File: config.mk
export PLATFORM = sky130hd
export DESIGN_NAME = manhattan_ring_gen
export DESIGN_NICKNAME = d
export VERILOG_FILES = /design/src/rtl/manhattan_ring_gen.sv
export SDC_FILE = /design/constraint.sdc
export NUM_CORES = 1
export LEC_CHECK = 0
export BUFFER_PORTS_ARGS = -buffer_cell sky130_fd_sc_hd__buf_2
export CAP_MARGIN = 20
export CORE_MARGIN = 3
export CORE_UTILIZATION = 35
export DETAILED_ROUTE_END_ITERATION = 10
export PLACE_DENSITY = 0.52
export SLEW_MARGIN = 20
export SYNTH_ARGS = -nofsm -noshare
export SYNTH_HDL_FRONTEND = slang
export SYNTH_SLANG_ARGS = --single-unit
File: constraint.sdc
create_clock -name clk -period 8.8 [get_ports clk]
set_input_delay 0.44 -clock clk [delete_from_list [all_inputs] [get_ports clk]]
set_output_delay 0.44 -clock clk [all_outputs]
set_load 0.05 [all_outputs]
File: src/rtl/manhattan_ring_gen.sv
// Manhattan ring generator: enumerates every lattice point at exact Manhattan
// distance d from a centre point, one point per cycle under ready/valid flow
// control. Quadrant q = 0..3 and step t = 0..d-1 select the point.
// Optional build macro: MANHATTAN_CLIP_EN suppresses out-of-range points
// instead of flagging them on pt_oob.
module manhattan_ring_gen (
    input  logic        clk,
    input  logic        rst_n,
    input  logic        cmd_valid,
    output logic        cmd_ready,
    input  logic [14:0] cx,
    input  logic [14:0] cy,
    input  logic [15:0] radius,
    output logic        pt_valid,
    input  logic        pt_ready,
    output logic [14:0] px,
    output logic [14:0] py,
    output logic        pt_last,
    output logic        pt_oob,
    output logic        done
);

    typedef enum logic [0:0] {StIdle, StGen} state_e;

    state_e      state_q;
    logic [14:0] cx_q, cy_q;
    logic [15:0] radius_q;
    logic [15:0] t_q;
    logic [1:0]  q_q;
    logic        pt_valid_q, pt_last_q, pt_oob_q, done_q;
    logic [14:0] px_q, py_q;

    logic        is_last, t_wrap, advance;
    logic [15:0] nt;
    logic [1:0]  nq;
    logic [16:0] bx, by, bd, bt;
    logic [1:0]  bq;
    logic [16:0] vx, vy;
    logic        ld_last, ld_inr;

    assign cmd_ready = (state_q == StIdle);
    assign pt_valid  = pt_valid_q;
    assign pt_last   = pt_last_q;
    assign pt_oob    = pt_oob_q;
    assign px        = px_q;
    assign py        = py_q;
    assign done      = done_q;

    // Step control and the coordinates of the point to load next: the first
    // point from the raw command in IDLE, the successor of (q,t) in GEN.
    always_comb begin
        is_last = (radius_q == 16'd0) || ((q_q == 2'd3) && (t_q == radius_q - 16'd1));
        t_wrap  = (t_q == radius_q - 16'd1);
        nt      = t_wrap ? 16'd0 : t_q + 16'd1;
        nq      = t_wrap ? q_q + 2'd1 : q_q;
        // A suppressed point (pt_valid low in GEN) is consumed without a handshake.
        advance = !pt_valid_q || pt_ready;

        if (state_q == StIdle) begin
            bx      = {2'b00, cx};
            by      = {2'b00, cy};
            bd      = {1'b0, radius};
            bq      = 2'd0;
            bt      = 17'd0;
            ld_last = (radius == 16'd0);
        end else begin
            bx      = {2'b00, cx_q};
            by      = {2'b00, cy_q};
            bd      = {1'b0, radius_q};
            bq      = nq;
            bt      = {1'b0, nt};
            ld_last = (nq == 2'd3) && (nt == radius_q - 16'd1);
        end

        // Modulo-2^17 arithmetic is identical to 17-bit signed arithmetic.
        vx = 17'd0;
        vy = 17'd0;
        unique case (bq)
            2'd0: begin vx = bx + bd - bt; vy = by + bt;      end
            2'd1: begin vx = bx - bt;      vy = by + bd - bt; end
            2'd2: begin vx = bx - bd + bt; vy = by - bt;      end
            2'd3: begin vx = bx + bt;      vy = by - bd + bt; end
            default: begin vx = 17'd0;     vy = 17'd0;        end
        endcase
        ld_inr = (vx[16:15] == 2'b00) && (vy[16:15] == 2'b00);
    end

    // Command latch, enumeration stepping and registered point outputs.
    always_ff @(posedge clk or negedge rst_n) begin
        if (!rst_n) begin
            state_q    <= StIdle;
            cx_q       <= 15'd0;
            cy_q       <= 15'd0;
            radius_q   <= 16'd0;
            t_q        <= 16'd0;
            q_q        <= 2'd0;
            pt_valid_q <= 1'b0;
            pt_last_q  <= 1'b0;
            pt_oob_q   <= 1'b0;
            done_q     <= 1'b0;
            px_q       <= 15'd0;
            py_q       <= 15'd0;
        end else begin
            done_q <= 1'b0;
            if ((state_q == StIdle && cmd_valid) || (state_q == StGen && advance && !is_last)) begin
                if (state_q == StIdle) begin
                    state_q  <= StGen;
                    cx_q     <= cx;
                    cy_q     <= cy;
                    radius_q <= radius;
                    t_q      <= 16'd0;
                    q_q      <= 2'd0;
                end else begin
                    t_q <= nt;
                    q_q <= nq;
                end
                px_q <= vx[14:0];
                py_q <= vy[14:0];
`ifdef MANHATTAN_CLIP_EN
                pt_valid_q <= ld_inr;
                pt_last_q  <= ld_last && ld_inr;
                pt_oob_q   <= 1'b0;
`else
                pt_valid_q <= 1'b1;
                pt_last_q  <= ld_last;
                pt_oob_q   <= !ld_inr;
`endif
            end else if (state_q == StGen && advance) begin
                // Final index consumed: finish and accept a new command next cycle.
                state_q    <= StIdle;
                done_q     <= 1'b1;
                pt_valid_q <= 1'b0;
                pt_last_q  <= 1'b0;
                pt_oob_q   <= 1'b0;
            end
        end
    end

endmodule
======== Word-level counts from Yosys, hierarchy flattened ========
Index checks and enable logic that the tools add are counted.
Widths: inputs -> output; s select.
operators by class
  reduce and logical (&&, ||, !) cells .... 19
  equal/unequal tests ..................... 7
  add/sub/neg operators ................... 15
  multiplexer cells ....................... 17
  bitwise operators ....................... 1
operators with widths
  cell                   count
  $pmux 17 s4            2
  $add 17x17->17         6
  $sub 17x17->17         6
  $mux 16                4
  $eq 16x16->1           2
  $logic_not 16->1       2
  $mux 15                2
  $add 16x1->16 const B  1
  $sub 16x1->16 const B  1
  $eq 2x2->1 const B     4
  $mux 1                 7
  $logic_and 1x1->1      6
  $logic_not 2->1        3
  $mux 2                 2
  $logic_not 1->1        3
  $logic_or 1x1->1       3
  $add 2x1->2 const B    1
  $eq 2x1->1 const B     1
  $reduce_and 2->1       1
  $reduce_bool 2->1      1
  $not 1->1              1
storage, ports and cells
  input bits .............................. 50
  output and inout port bits .............. 35
  register bits after elaboration ......... 98

======== Longest topological paths before layout ========
  depth after elaboration ................. 10
  gate-level depth with buffers ........... 31
  mapped depth without buffers ............ 28

======== Worst setup path before layout ========
No wires, ideal clock.
  path type ............................... register to register
  start ................................... reg radius_q[0]
  end ..................................... reg pt_oob_q, in the netlist pt_oob
  cell stages (with the launch flop) ...... 31
  path slack .............................. 2614 ps
  arrival time ............................ 6103 ps
  setup time .............................. 84 ps
  path buffers ............................ 3
  path through ............................ dfrtp_1 clkbuf_1 inv_1 ha_1 or4b_1 buf_2 or4_4 xnor2_1 nand2_1 nor4_2 and2_1 buf_2 nor2_2 nand2_1 ha_1 inv_1 a21oi_1 a21oi_1 o2bb2ai_1 ha_1 or3_1 a311o_1 a31o_2 a21o_1 nand2_1 a211o_1 o21a_1 o21ai_0 xor2_1 a221o_1 a41oi_2
between the ends
  cells in the longest elaborated chain, start to end .. 10
RTL lines
  what                                          line    text
  start: declaration                            27      logic [15:0] radius_q;
  start signal: assignment                      110     radius_q <= radius;
  $sub 16x1->16                                 52, 53
  $eq 16x16->1                                  52, 53
  $mux 16 or $mux 2 (tied branches)             54, 55
  $mux 16 or $mux 2 (tied branches)             59      if (state_q == StIdle) begin
  $add 17x17->17, or another cell as far along  82      2'd3: begin vx = bx + bt; vy = by - bd + bt; end
  $pmux 17 s4                                   78      unique case (bq)
  $logic_not 2->1                               85      ld_inr = (vx[16:15] == 2'b00) && (vy[16:15] == 2'b00);
  $logic_and 1x1->1                             85
  $logic_not 1->1                               126     pt_oob_q <= !ld_inr;
  $mux 1                                        105     if ((state_q == StIdle && cmd_valid) || (state_q == StGen && advance && !is_last)) begin
  end signal: assignment                        126
  end: declaration                              30      logic pt_valid_q, pt_last_q, pt_oob_q, done_q;
Several ways; a longest one is shown, not always the timed one.
A chain may end at the register's enable or synchronous reset.

======== Worst setup path after layout ========
Same ends and word-level chain as after synthesis.

==> flow_metrics.py <==
metrics = {
    "sta": {
        "worstMarginPinSlew_ns": 1.00,
        "slew_viol_final": 0,
        "max_slew_margin": 0.324,
        "period_share": 0.855,
        "finalHoldViolCount": 0,
        "fin_worst_skew_ns": 0.0130,
        "setup_slack_ns": 1.28,
        "timing.fmax_mhz": 133,
        "tns_ns": 0,
        "post-route-min-period_ns": 7.52,
        "rsz0062_at_grt": "no",
        "hold_slack_ns": 0.259,
        "setup_viol": 0,
    },
    "cts": {
        "clock_latency_ns": 0.39,
        "clock_path_buffers": 2,
        "clock_sinks": 98,
        "cts_max_level": 3,
        "ctsRootBufferMaster": "clkbuf_16",
        "cts_buffers": 9,
        "cts_setup_buffers": 0,
        "cts_tree": "yes",
        "cts.reportedPaths.clkPinSlew_ns": 0.08,
    },
    "layout": {
        "area_growth_syn_to_layout_pct": 9.45,
        "final_area_um2": 14200,
        "drive_gt1_frac": 0.0849,
        "fin_cells": 2169,
        "antennaDiodeCount": 0,
        "fin_util": 0.394,
        "nets": 1917,
        "n_fill_cell": 3721,
    },
    "floorplanning": {
        "core_um2": 36000,
        "io_pins": 85,
        "row_count": 69,
        "initial_core_util": 0.360,
        "die_area_um2": 39300,
        "die_w_um": 198,
        "die_h_um": 198,
    },
    "placement": {
        "place.gp.congestion": 0.919,
        "io_buffers": 84,
        "hpwl_um": 36600,
        "placedCellCount": 2153,
        "dp_slack_ns": 1.38,
        "dpl_cell_area_um2": 13800,
    },
    "logic_synthesis": {
        "seq_area_frac_synth": 0.189,
        "synth_nets": 1880,
        "avgSynthCellArea_um2": 7.77,
        "synth.distinct_cells": 80,
        "synth_area_leaders": "dfrtp_1 (19%), ha_1 (9.8%), fa_1 (9.6%)",
        "yosysTopAreaCell": "dfrtp_1",
        "synth_flop_cell": "dfrtp_1",
        "synthesis.area_um2": 12900,
        "ys_warn_count": 0,
        "postSynthCellCount": 1667,
        "synth_edf_count": 0,
        "netlist_top_cells_count": "nand2_1 (244), inv_1 (180), nor2_1 (112)",
        "synth_top_cell_area_share": 0.189,
        "async_flop_share": 1.00,
        "post-synth-top-count-cell": "nand2_1",
        "synth_seq_cells": 98,
    },
    "job": {
        "max_cap_violations": 0,
    },
    "pwr": {
        "pwr-share-comb": 0.803,
        "p_leak_nw": 6.90,
        "netSwitchingPower_mw": 3.47,
        "vdd.ir_drop.worst_v": 0.000186,
        "switching_share": 0.546,
        "p_clk_frac": 0.078,
        "internal_power_mw": 2.89,
        "p_per_area_nw_per_um2": 449,
        "seq_power_share": 0.119,
        "p_total_mw": 6.36,
    },
    "worst_setup_path": {
        "critPathLaunch": "radius_q[0]",
        "ff2ff_path_depth": 25,
        "cp-end-kind": "flip-flop",
        "cp_max_fo": 19,
        "timing.critical_path.arrival_ns": 7.77,
        "startpoint_type": "flip-flop",
        "path_class": "reg -> reg",
        "crit_required_ns": 9.05,
        "reg2reg_from": "radius_q[0]",
    },
    "global_routing": {
        "track_usage": 0.231,
        "overflow": 0,
        "grt_pass1_wl_um": 69200,
        "grt_pass1_vias": 11418,
        "antenna_found_initial": 0,
        "grt_max_degree": 77,
    },
    "min_path": {
        "min_from": "cx[14]",
        "holdPathStages": 3,
        "worstHoldPathType": "in -> reg",
    },
    "detailed_routing": {
        "wl_um": 45200,
        "route.antenna.remaining_nets": 0,
        "dr.first_iter.drc_count": 1013,
        "avgViaCountPerCell": 5.51,
        "routedWlPerCell_um": 20.8,
        "vias": 11960,
        "first_pass_iters": 6,
        "drc": 0,
    },
    "outcome": {
        "status": "complete, no violations",
    },
}
[cells in the final DEF (no fill, tap or decap), types with 9 or more instances in the layout]
cell | Yosys | final
buf_2 | 14 | 83
o21ai_1 | 8 | 9
nand4_1 | 11 | 11
a31oi_1 | 22 | 22
xor2_1 | 48 | 48
mux2i_1 | 46 | 46
buf_4 | 0 | 19
xnor2_1 | 90 | 90
nand2_1 | 244 | 242
o21a_1 | 10 | 10
dfrtp_1 | 98 | 97
a211o_1 | 9 | 9
nand2b_1 | 20 | 20
nor2_1 | 112 | 111
o22ai_1 | 11 | 11
and2_1 | 9 | 9
a211oi_1 | 16 | 16
nor3_1 | 35 | 35
inv_1 | 180 | 180
o211ai_1 | 18 | 18
ha_1 | 101 | 101
a32oi_1 | 10 | 10
or3_1 | 20 | 20
nand3_1 | 49 | 49
o21ai_0 | 83 | 82
fa_1 | 62 | 62
o31ai_1 | 12 | 12
nor4_1 | 12 | 12
a21o_1 | 24 | 24
a21oi_1 | 94 | 93
a22oi_1 | 9 | 9
clkbuf_16 | 0 | 9
[kinds of logic (layout without fill, tap and decap cells)]
family / count (synthesis) / count (layout) / synth area share
AO/OA/AOI/OAI: 389 / 389 / 0.197
XOR/XNOR: 143 / 143 / 0.102
adder cells (fa/ha/maj): 163 / 163 / 0.193
buffers and inverters: 259 / 300 / 0.0771
flip-flops: 98 / 98 / 0.189
multiplexers: 48 / 48 / 0.0373
AND/OR/NAND/NOR: 567 / 567 / 0.203
[flip-flops by register name (all words and copies together), names as in the netlist]
signal and count:
radius_q 16, t_q 16, cx_q 15, cy_q 15, px 15, py 15, q_q 2, done 1
pt_last 1, pt_oob 1, pt_valid 1
[worst paths after layout]
| kind | to | slack, ns |
|---|---|---|
| min | cx_q[14] | 0.26 |
| max reg2reg | pt_oob | 1.28 |
| max in group asynchronous | pt_valid | 7.18 |
| max | pt_oob | 1.28 |
| min reg2reg | cx_q[7] | 0.48 |
| min in group asynchronous | radius_q[11] | 0.50 |
[per-layer routing]
layer | share of wire | track usage | vias to the layer above
met4 | 0.027 | 0.0687 | 0
met2 | 0.47 | 0.387 | 360
met3 | 0.045 | 0.0269 | 59
li1 | - | - | 5809
met1 | 0.46 | 0.315 | 5732
met5 | 0 | 0 | -
[critical path, stage by stage, from the launching register on]
cell,delay (ns)
dfrtp_1,0.48
inv_1,0.15
ha_1,0.23
or4b_1,0.63
or4_4,0.59
xnor2_1,0.14
nand2_1,0.10
nor4_2,0.08
and2_1,0.17
nor2_2,0.62
nand2_1,0.36
ha_1,0.37
inv_1,0.17
a21oi_1,0.10
a211oi_1,0.35
ha_1,0.34
nor2b_1,0.17
o31ai_1,0.40
a21oi_1,0.25
o211ai_1,0.35
o22ai_1,0.19
o41ai_1,0.41
nor4b_1,0.13
o32ai_1,0.34
a21o_1,0.15
a41oi_2,0.09
[power by group through the flow]
stage	sequential (mW)	combinational, mW	clock [mW]
final	0.757	5.11	0.495
after global routing	0.785	5.68	0.521
after CTS	0.760	5.10	0.507
after detailed placement	0.768	5.06	0
after global placement	0.764	5.04	0
after floorplan	0.942	3.62	0
[area by class of cell]
type / count / area, um^2 / area share
sequential: 98 / 2460 / 0.173
tap: 461 / 577 / 0.0407
clock buffer: 10 / 239 / 0.0169
clock inverter: 5 / 108 / 0.00759
inverter: 181 / 679 / 0.0479
multi-input combinational: 1310 / 9540 / 0.673
timing repair buffer: 104 / 579 / 0.0409
[timing repair]
action,4_1_cts,5_1_grt
hold buffers,1,0
gates resized for setup,0,0
endpoints found under the hold margin,22,0
(Power assumes the default switching activity.)
